[src/rtl/program_loader_pkg.sv]
// Shared definitions for the serial program loader: FSM states and word geometry.
package program_loader_pkg;

  typedef enum logic [2:0] {
    IDLE,
    HEADER,
    BYTES,
    WRITE,
    DONE,
    ERROR
  } state_e;

  localparam int BYTES_PER_WORD = 4;
  localparam int ADDR_STEP      = 4;

  // Byte address of a program word.
  function automatic logic [31:0] word_addr(input int unsigned idx);
    return 32'(idx * ADDR_STEP);
  endfunction

endpackage

[src/rtl/program_loader_if.sv]
// Host-side bundle of the program loader: byte stream in, memory write port
// and processor control out.
interface program_loader_if;

  logic        Start;
  logic [7:0]  ByteIn;
  logic        ByteValid;
  logic        ByteReady;
  logic        MemWrite;
  logic [31:0] MemAddress;
  logic [31:0] MemWriteData;
  logic        CPUReset;
  logic        Done;
  logic        Error;

  modport master (
    output Start, ByteIn, ByteValid,
    input  ByteReady, MemWrite, MemAddress, MemWriteData, CPUReset, Done, Error
  );

  modport slave (
    input  Start, ByteIn, ByteValid,
    output ByteReady, MemWrite, MemAddress, MemWriteData, CPUReset, Done, Error
  );

endinterface

[src/rtl/program_loader_word_assembler.sv]
// Big-endian byte-to-word shift register with a 2-bit byte counter; flags the
// transfer that completes a word.
module word_assembler
  import program_loader_pkg::*;
(
  input  logic        clk,
  input  logic        reset,
  input  logic        clear_i,
  input  logic        shift_i,
  input  logic [7:0]  byte_i,
  output logic [31:0] word_o,
  output logic        complete_o
);

  logic [31:0] shift_q, shift_d;
  logic [1:0]  cnt_q, cnt_d;

  always_comb begin
    shift_d = shift_q;
    cnt_d   = cnt_q;
    if (clear_i) begin
      cnt_d = '0;
    end else if (shift_i) begin
      shift_d = {shift_q[23:0], byte_i};
      cnt_d   = cnt_q + 2'd1;
    end
  end

  // NOTE: the shift register is a plain 32-bit register, not a memory array,
  // so it is cleared on reset along with the counter; MemWriteData must read 0.
  always_ff @(posedge clk) begin
    if (!reset) begin
      shift_q <= '0;
      cnt_q   <= '0;
    end else begin
      shift_q <= shift_d;
      cnt_q   <= cnt_d;
    end
  end

  assign word_o     = shift_q;
  assign complete_o = shift_i && (cnt_q == 2'(BYTES_PER_WORD - 1));

endmodule

[src/rtl/program_loader.sv]
// Serial program loader: reads a word-count header and big-endian instruction
// bytes, writes them to program memory and then releases the processor reset.
module program_loader
  import program_loader_pkg::*;
#(
  parameter int MEMORY_DEPTH = 32
) (
  input  logic             clk,
  input  logic             reset,
  program_loader_if.slave  bus
);

  localparam int IDX_W = (MEMORY_DEPTH > 1) ? $clog2(MEMORY_DEPTH) : 1;

  state_e           state_q, state_d;
  logic [7:0]       n_q, n_d;
  logic [IDX_W-1:0] idx_q, idx_d;
  logic [31:0]      addr_q, addr_d;

  logic        handshake;
  logic        asm_clear;
  logic        asm_shift;
  logic        word_done;
  logic [31:0] asm_word;

  assign bus.ByteReady = (state_q == HEADER) || (state_q == BYTES);
  assign handshake     = bus.ByteValid && bus.ByteReady;
  assign asm_shift     = handshake && (state_q == BYTES);

  word_assembler u_word_assembler (
    .clk        (clk),
    .reset      (reset),
    .clear_i    (asm_clear),
    .shift_i    (asm_shift),
    .byte_i     (bus.ByteIn),
    .word_o     (asm_word),
    .complete_o (word_done)
  );

  // NOTE: every signal driven here gets a default first, so no path through
  // the case statement can leave one unassigned and infer a latch.
  always_comb begin
    state_d   = state_q;
    n_d       = n_q;
    idx_d     = idx_q;
    addr_d    = addr_q;
    asm_clear = 1'b0;
    unique case (state_q)
      IDLE: begin
        if (bus.Start) state_d = HEADER;
      end
      HEADER: begin
        if (handshake) begin
          n_d = bus.ByteIn;
          if (bus.ByteIn == 8'd0 || 32'(bus.ByteIn) > MEMORY_DEPTH) begin
            state_d = ERROR;
          end else begin
            state_d   = BYTES;
            idx_d     = '0;
            asm_clear = 1'b1;
          end
        end
      end
      BYTES: begin
        if (word_done) begin
          state_d = WRITE;
          addr_d  = word_addr(32'(idx_q));
        end
      end
      WRITE: begin
        if (32'(idx_q) + 32'd1 == 32'(n_q)) begin
          state_d = DONE;
        end else begin
          state_d   = BYTES;
          idx_d     = idx_q + 1'b1;
          asm_clear = 1'b1;
        end
      end
      DONE, ERROR: begin
        if (bus.Start) state_d = HEADER;
      end
      default: state_d = IDLE;
    endcase
  end

  // NOTE: state registers use non-blocking assignments so every register
  // samples the pre-edge values regardless of process evaluation order.
  always_ff @(posedge clk) begin
    if (!reset) begin
      state_q <= IDLE;
      n_q     <= '0;
      idx_q   <= '0;
      addr_q  <= '0;
    end else begin
      state_q <= state_d;
      n_q     <= n_d;
      idx_q   <= idx_d;
      addr_q  <= addr_d;
    end
  end

  // Address and data are registered, so they hold their last values after WRITE.
  assign bus.MemWrite     = (state_q == WRITE);
  assign bus.MemAddress   = addr_q;
  assign bus.MemWriteData = asm_word;
  assign bus.CPUReset     = (state_q == DONE);
  assign bus.Done         = (state_q == DONE);
  assign bus.Error        = (state_q == ERROR);

endmodule

[src/flat_wrapper.sv]
// flat-port wrapper written by rule: the top's interface ports become plain ports
module program_loader_flat import program_loader_pkg::*;
#(
  parameter int MEMORY_DEPTH = 32
)
  (clk, reset, bus_Start, bus_ByteIn, bus_ByteValid, bus_ByteReady, bus_MemWrite, bus_MemAddress, bus_MemWriteData, bus_CPUReset, bus_Done, bus_Error);
  program_loader_if bus_i ();
  input  logic clk;
  input  logic reset;
  input wire logic [$bits(bus_i.Start)-1:0] bus_Start;
  input wire logic [$bits(bus_i.ByteIn)-1:0] bus_ByteIn;
  input wire logic [$bits(bus_i.ByteValid)-1:0] bus_ByteValid;
  output wire logic [$bits(bus_i.ByteReady)-1:0] bus_ByteReady;
  output wire logic [$bits(bus_i.MemWrite)-1:0] bus_MemWrite;
  output wire logic [$bits(bus_i.MemAddress)-1:0] bus_MemAddress;
  output wire logic [$bits(bus_i.MemWriteData)-1:0] bus_MemWriteData;
  output wire logic [$bits(bus_i.CPUReset)-1:0] bus_CPUReset;
  output wire logic [$bits(bus_i.Done)-1:0] bus_Done;
  output wire logic [$bits(bus_i.Error)-1:0] bus_Error;
  assign bus_i.Start = bus_Start;
  assign bus_i.ByteIn = bus_ByteIn;
  assign bus_i.ByteValid = bus_ByteValid;
  assign bus_ByteReady = bus_i.ByteReady;
  assign bus_MemWrite = bus_i.MemWrite;
  assign bus_MemAddress = bus_i.MemAddress;
  assign bus_MemWriteData = bus_i.MemWriteData;
  assign bus_CPUReset = bus_i.CPUReset;
  assign bus_Done = bus_i.Done;
  assign bus_Error = bus_i.Error;
  program_loader #(.MEMORY_DEPTH(MEMORY_DEPTH)) u_core (.clk(clk), .reset(reset), .bus(bus_i));
endmodule
[config.mk]
export PLATFORM = sky130hd
export DESIGN_NAME = program_loader_flat
export DESIGN_NICKNAME = d
export VERILOG_FILES = /design/src/rtl/program_loader_pkg.sv /design/src/rtl/program_loader_if.sv /design/src/rtl/program_loader_word_assembler.sv /design/src/rtl/program_loader.sv /design/src/flat_wrapper.sv
export SDC_FILE = /design/constraint.sdc
export NUM_CORES = 1
export LEC_CHECK = 0
export CORE_MARGIN = 2
export CORE_UTILIZATION = 41
export DETAILED_ROUTE_END_ITERATION = 10
export PLACE_DENSITY = 0.86
export SLEW_MARGIN = 0
export SYNTH_ARGS = -nofsm -noshare
export SYNTH_HDL_FRONTEND = slang
export SYNTH_SLANG_ARGS = --single-unit
[constraint.sdc]
create_clock -name clk -period 1.7 [get_ports clk]
set_input_delay 0.255 -clock clk [delete_from_list [all_inputs] [get_ports clk]]
set_output_delay 0.255 -clock clk [all_outputs]
set_load 0.02 [all_outputs]
======== Word-level counts from Yosys, hierarchy flattened ========
Cells that the tools add are included.
Widths: inputs -> output; s select.
word-level totals
  memories ................................ 0
  register bits ........................... 55
  memory bits (read-only) ................. 0
  RAM bits ................................ 0
  bits in latches ......................... 0
  input bits .............................. 12
operators by class
  shifts and indexed selects .............. 0
  add/subtract/negate cells ............... 3
  bitwise gates (word level) .............. 2
  eq/ne operators ......................... 12
  reduce and logical (&&, ||, !) cells .... 15
  divide/modulo/power cells ............... 0
  magnitude comparators ................... 1
  multipliers ............................. 0
  muxes and demuxes ....................... 14
operators with widths
  kind                 number
  $eq 32x8->1          1
  $mux 3               5
  $mux 5               3
  $pmux 3 s4           1
  $pmux 5 s2           1
  $gt 8x6->1 const B   1
  $logic_not 8->1      1
  $add 5x1->6 const B  1
  $eq 3x2->1 const B   2
  $eq 3x3->1 const B   2
  $ne 2x2->1 const B   3
  $reduce_and 2->1     3
  $add 5x1->5 const B  1
  $ne 2x1->1 const B   2
  $reduce_and 4->1     1
  $eq 3x1->1 const B   1
  $logic_and 1x1->1    3
  $logic_not 3->1      1
  $mux 1               3
  $reduce_and 3->1     1
  $reduce_or 3->1      1
  $add 2x1->2 const B  1
  $eq 2x2->1 const B   1
  $logic_or 1x1->1     2
  other kinds (4)      5

======== Logic depth before layout (Yosys ltp) ========
Gate-level depths: netlist of the first run.
  word-level depth ........................ 7
  gate-level depth with buffers ........... 8
  mapped depth without buffers ............ 7

======== Cells and area by module ========
From an unflattened synthesis of the first run, not the netlist that was laid out.
unflattened totals
  cells, all modules ...................... 293
  area total of the unflattened synthesis .. 2665.1 µm²
modules (own cells, without submodules)
  module          times used  seq. area each (µm²)  area each (µm²)  cells each
  program_loader  1           420.4                 1358.8           171
  word_assembler  1           680.7                 1306.3           122

======== Least setup slack after synthesis of the first run ========
Ideal clock, no wire load.
  kind .................................... register to register
  from .................................... register u_core.idx_q[0]
  to ...................................... register u_core.idx_q[3]
  setup time .............................. 0.132 ns
  buffers on the path ..................... 0
  arrival ................................. 1.697 ns
  stages on the path, launching flop included .. 8
  slack ................................... -0.129 ns
  cells stage by stage .................... dfxtp_1 -> ha_1 -> or3b_1 -> nand3_1 -> a31oi_1 -> o21ai_2 -> o21bai_1 -> a21oi_1
between the ends
  longest elaborated chain between the ends .. 4
  elaborated cells between the ends (all ways) .. 7
  classes of those cells .................. add/sub: 2; eq/ne: 2; mux: 2; reduce/logical: 1
RTL lines
  what                        RTL line              text
  start: declaration          program_loader.sv:17  logic [IDX_W-1:0] idx_q, idx_d;
  start signal: assignment    program_loader.sv:97  idx_q <= idx_d;
  $add 5x1->6                 program_loader.sv:71  if (32'(idx_q) + 32'd1 == 32'(n_q)) begin
  $eq 32x8->1                 program_loader.sv:71
  $ne 2x2->1 (no line)        --
  $reduce_and 4->1 (no line)  --
Parallel ways exist; a longest one is shown, timed or not. The select of a mux whose other input is x is not followed.
A chain may end at the register's enable or synchronous reset.

======== Worst setup path after layout of the first run ========
  from .................................... register u_core.idx_q[1]
  to ...................................... register u_core.idx_q[0]
between the ends
  longest elaborated chain between the ends .. 4
RTL lines
  what                        RTL line
  $add 5x1->6                 program_loader.sv:71
  $eq 32x8->1                 program_loader.sv:71
  $ne 2x2->1 (no line)        --
  $reduce_and 4->1 (no line)  --
Every way passes these cells.

==> metrics, run 1 <==
status finished, violations left; failing checks setup timing; Post-synth top cells 93 x nand2_1, 55 x dfxtp_1, 52 x a21oi_1; Buf+Inv Stages, Crit Path 1; synth warn 0; critical path's top delay family simple AND/OR/NAND/NOR gates; sequential power share 0.548; final worst path period share 1.08; crit start category flip-flop; Worst R2R Setup Slack -130 ps; Cells after Synth about 330; ys flop type dfxtp_1; Worst Hold Launch bus_ByteIn[3]; DRT iter0 DRCs ~120; crit-path max cell delay approximately 360 ps; #FFs+latches synth 55; RR Startpoint u_core.idx_q[1]; RSZ-0062 raised after global routing true; Power Total 2.43 mW; Final setup viols 6; Pwr per Cell Area approximately 700 nW/um^2; TritonCTS clock tree done; worst skew pair latency about 320 ps; critical path peak fanout 5; CTS max path bufs 2; Power Internal between 1.5 and 2 mW; Post-Place Cell Area 3210 um^2; vias in the first global route approximately 2.1k; Clock H-tree levels 2; die area between 6000 and 7000 um^2; VDD IR max approximately 370 uV; final setup margin -130 ps; area leader, netlist dfxtp_1; share of layout cells above drive strength 1 0.165; syn_area_per_cell around 7.7 um^2; Synth top area share 0.439; initial antenna violation count 0; Slew Limit Fails 0; FFs w/ async S/R, synth 0; worst hold margin between 400 and 500 ps; placed cells between 400 and 500; area grow syn2layout 36.2%; Slowest-stage cell, CP dfxtp_4; critical path class reg -> reg; clock network power share 0.308; DRT antenna net count 0; grt ovf 0; Worst Hold Path EP u_core.n_q[3]; drt drc 0; Hold Crit Depth 4; global-route wire length before repair around 9700 um; # diodes 0; fillcell total between 500 and 600; Routed WL approximately 6200 um; Final Cell Area between 3000 and 4000 um^2; Post-Layout Cell Count 476; Vias ~2.4k; Seq/Total Area, Yosys 0.439; worst-case clock skew between 5 and 6 ps; GRT Overall Usage 0.185; Worst EP required ~1900 ps; Net Sw Power slightly below 700 uW; row count 28; worst min path class in -> reg; f_max 546 MHz; most used standard cell by instance count after synthesis nand2_1; Root Buffer clkbuf_8; Die X just over 80 um; Cell variety after synth 37; top cells by area, synth dfxtp_1 44%, nand2_1 14%, a21oi_1 10%; Die Y 82.2 um; vias per cell 4.94; cells along the critical path ha_4 > xor2_1 > nor4_1 > nand4_1 > o21ai_4 > buf_6 > nand3_4 > o22ai_2; Layout Utilization 0.577; Comb power frac 0.143; drt pass-1 iters 4; RePlAce Congestion about 0.9; Port Buf Inserts 53; Arr. time, crit path between 2000 and 2500 ps; final hold violations 0; number of flops mapped to enable cells by yosys 0; Setup crit end kind flip-flop; dpl hpwl 4350 um; hold-fix buffer count after cts 0; Placeable Area 5920 um^2; number of clock sinks 55; Reg clk slew, reported paths around 100 ps; fin crit period about 1800 ps; DR WL/cell 12.9 um; Starting Density 0.423; Leak 1.25 nW; max_cap viols 0; Syn Std Cell Area 2510 um^2; TritonCTS buffer count 5; largest net degree at the start of global routing 34; io pins just over 80; RR Endpoint u_core.idx_q[0]; r2r worst-path depth 8; switching portion of total power 0.283; Final #Nets just over 400
==> area by class of cell <==
| type | instances | area, um^2 | share of cell area |
|---|---|---|---|
| Clock buffer | 5 | 68.8 | 0.0202 |
| Sequential cell | 55 | 1110 | 0.325 |
| Clock inverter | 3 | 22.5 | 0.00660 |
| Inverter | 4 | 15.0 | 0.00440 |
| Multi-Input combinational cell | 246 | 1290 | 0.378 |
| Timing Repair Buffer | 88 | 812 | 0.238 |
| Tap cell | 75 | 93.8 | 0.0275 |
==> worst min-delay path: stages <==
cell and delay, ps:
dlygate4sd2_1 210, buf_4 110, nand2_1 40, a21oi_1 100
==> state kept, by name (all words and copies together) (netlist names) <==
signal                          flops
u_core.n_q                          8
u_core.idx_q                        5
u_core.u_word_assembler.word_o     32
u_core.u_word_assembler.cnt_q       2
u_core.bus.MemAddress               5
u_core.state_q                      3
==> how the worst max path moves through the flow <==
stage	startpoint	endpoint	slack, ps	cells past startpoint
after floorplan	u_core.state_q[2]	bus_Done	30	3
after global placement	bus_ByteIn[1]	u_core.idx_q[0]	-400	7
after detailed placement	bus_ByteIn[1]	u_core.idx_q[0]	-440	7
after CTS	u_core.idx_q[1]	u_core.idx_q[0]	-80	8
after global routing	u_core.idx_q[1]	u_core.idx_q[0]	-230	8
final	u_core.idx_q[1]	u_core.idx_q[0]	-130	8
==> layout by cell type (no fill, tap or decap), types with 4 or more instances in the layout <==
cell,instances
a21oi_1,50
and2_1,4
buf_4,31
clkbuf_8,5
clkdlybuf4s50_1,44
conb_1,27
dfxtp_1,51
dlygate4sd2_1,7
inv_1,4
nand2_1,93
nand3_1,11
nor2_1,8
o21ai_0,4
xnor2_1,6
==> power groups by stage <==
stage	Combinational, mW	Clock, mW	Sequential [mW]
2_1_floorplan	0.261	0	1.35
3_3_place_gp	0.321	0	1.36
3_5_place_dp	0.329	0	1.36
4_1_cts	0.329	0.756	1.33
5_1_grt	0.379	0.823	1.34
6_report	0.348	0.749	1.33
==> layer usage <==
layer	wire, um	track usage	vias up
met4	95	0.0717	0
met3	337	0.0446	7
li1	-	-	1162
met2	3120	0.315	76
met5	0	0	-
met1	2610	0.224	1106
==> per-stage QoR <==
step           setup WS, ps  setup TNS [ps]
6_report               -130            -475
5_1_grt                -234           -1200
4_1_cts               -78.3            -256
3_5_place_dp           -445           -4050
3_3_place_gp           -395           -3510
2_1_floorplan          30.3               0
==> kinds of logic after synthesis <==
family,synth area share
xor+xnor,0.0280
simple gates,0.245
buf+inv,0.119
other cells,0.00150
flops,0.439
compound gates,0.157
fa+ha+maj,0.00998
==> what timing repair did <==
action,in CTS,in global routing
setup endpoints to repair,15,15
hold endpoints to repair,0,0
pin swaps,10,10
resized for setup,18,14
buffers inserted,7,1
Power figures use the tool's default switching activity.
==> run 2: changes to the inputs <==
--- a/config.mk
+++ b/config.mk
@@ -6,10 +6,10 @@
 export NUM_CORES = 1
 export LEC_CHECK = 0
 export CORE_MARGIN = 2
-export CORE_UTILIZATION = 41
+export CORE_UTILIZATION = 25
 export DETAILED_ROUTE_END_ITERATION = 10
-export PLACE_DENSITY = 0.86
-export SLEW_MARGIN = 0
+export PLACE_DENSITY = 0.61
+export SLEW_MARGIN = 20
 export SYNTH_ARGS = -nofsm -noshare
 export SYNTH_HDL_FRONTEND = slang
 export SYNTH_SLANG_ARGS = --single-unit
==> metrics, run 2 (synthesized netlist as in run 1, its figures left out) <==
fillcell total between 1k and 1.5k; share of layout cells above drive strength 1 0.180; Worst EP required slightly below 2000 ps; GRT Overall Usage 0.113; Placeable Area just under 10,000 um^2; number of clock sinks 55; most frequent cells in the layout 93 x nand2_1, 51 x a21oi_1, 51 x dfxtp_1, 44 x clkdlybuf4s50_1, 31 x buf_4; Post-Place Cell Area 3380 um^2; Die X 104 um; Reg clk slew, reported paths roughly 120 ps; Pwr per Cell Area approximately 700 nW/um^2; area grow syn2layout 42.8%; Port Buf Inserts 53; Vias between 2k and 2.5k; global-route wire length before repair 10,100 um; vias per cell ~4.3; vias in the first global route roughly 2.1k; Die Y 104 um; worst-case clock skew between 10 and 15 ps; max FFs per register 32; VDD IR max approximately 330 uV; largest net degree at the start of global routing 34; Arr. time, crit path approximately 2000 ps; Routed WL 6270 um; die area 10,800 um^2; DR WL/cell between 10 and 15 um; worst min path class in -> reg; # diodes 0; final hold violations 0; f_max about 560 MHz; io pins 81; commonest non-fill, non-tap cell in the layout nand2_1; cells along the critical path ha_4 > xor2_1 > nor4_1 > nand4_1 > buf_6 > o21ai_4 > nand3_4 > o22ai_2; row count 36; CTS max path bufs 2; Root Buffer clkbuf_8; final worst path period share 1.04; Starting Density 0.256; failing checks setup timing; Final Cell Area 3580 um^2; fin crit period 1770 ps; RSZ-0062 raised after global routing true; RePlAce Congestion ~0.79; critical path class reg -> reg; status finished, violations left; grt ovf 0; Final setup viols 8; dpl hpwl approximately 4700 um; crit-path max cell delay 370 ps; Slowest-stage cell, CP dfxtp_4; initial antenna violation count 0; Setup crit end kind flip-flop; Leak ~1.3 nW; TritonCTS clock tree done; DRT iter0 DRCs 95; max_cap viols 0; drt drc 0; worst slack, placed -460 ps; Clock H-tree levels 2; TritonCTS buffer count 5; drt pass-1 iters 6; worst skew pair latency ~320 ps; Final #Nets ~420; Slew Limit Fails 0; crit start category flip-flop; DRT antenna net count 0; critical path peak fanout 5; final setup margin -73.9 ps
==> run 2: cell types whose count changed in the layout (fill, tap and decap cells not counted), sizes merged <==
cell | previous run | this run
buf | 35 | 38
clkbuf | 6 | 7
clkdlybuf4s15 | 1 | 2
dlygate4sd2 | 7 | 4
dlymetal6s2s | 0 | 1
o21ai | 8 | 9
==> run 2: critical path: cells and delay by family, from the launching register on <==
| kind | cells | cell delay, ps |
|---|---|---|
| simple gates | 3 | 470 |
| flops | 1 | 370 |
| compound gates | 2 | 330 |
| fa+ha+maj | 1 | 240 |
| buf+inv | 1 | 160 |
| xor+xnor | 1 | 130 |
==> run 2: per-layer routing <==
metal  GRT usage  share of wire
met1       0.140           0.45
met2       0.194           0.50
met3      0.0219          0.037
met4      0.0444          0.016
met5           0              0
==> run 2: worst paths after layout <==
check	start	to	slack, ps	depth (start not counted)
worst max register to register	u_core.idx_q[1]	u_core.idx_q[0]	-70	8
worst max-delay path	u_core.idx_q[1]	u_core.idx_q[0]	-70	8
worst min register to register	u_core.u_word_assembler.word_o[31]	u_core.u_word_assembler.word_o[31]	460	2
worst min-delay path	bus_ByteIn[4]	u_core.u_word_assembler.word_o[4]	340	4
==> run 2: final cells by class <==
| type | instances | area, um^2 | area share |
|---|---|---|---|
| flip-flops and latches | 55 | 1110 | 0.310 |
| repair buffers | 91 | 873 | 0.244 |
| clock buffers | 5 | 68.8 | 0.0192 |
| clock inverters | 3 | 33.8 | 0.00944 |
| well taps | 133 | 166 | 0.0465 |
| multi-input cells | 247 | 1310 | 0.366 |
| inverters | 4 | 15.0 | 0.00419 |
==> run 2: stage by stage <==
stage,util,total power [mW],TNS (ps),hold WS (ps),std cells
2_1_floorplan,-,1.61,0,390,351
3_3_place_gp,0.345,1.70,-3650,443,526
3_5_place_dp,0.345,1.70,-4210,448,526
4_1_cts,0.356,2.49,-554,436,535
5_1_grt,0.366,2.60,-1050,363,538
6_report,0.366,2.50,-358,340,538
==> run 2: what timing repair did <==
action                     CTS  global route
resized for setup           11            27
gates cloned                 0             1
pin swaps                    2             8
buffers inserted             1             2
setup endpoints to repair   15            23
hold buffers                 0             0
==> run 2: power by group <==
| group | total [mW] | leakage [nW] | internal (mW) | switching [mW] |
|---|---|---|---|---|
| Combinational | 0.365 | 0.797 | 0.149 | 0.215 |
| Clock | 0.809 | 0.0519 | 0.314 | 0.495 |
| Sequential | 1.33 | 0.446 | 1.31 | 0.0212 |
| Total | 2.50 | 1.29 | 1.77 | 0.731 |
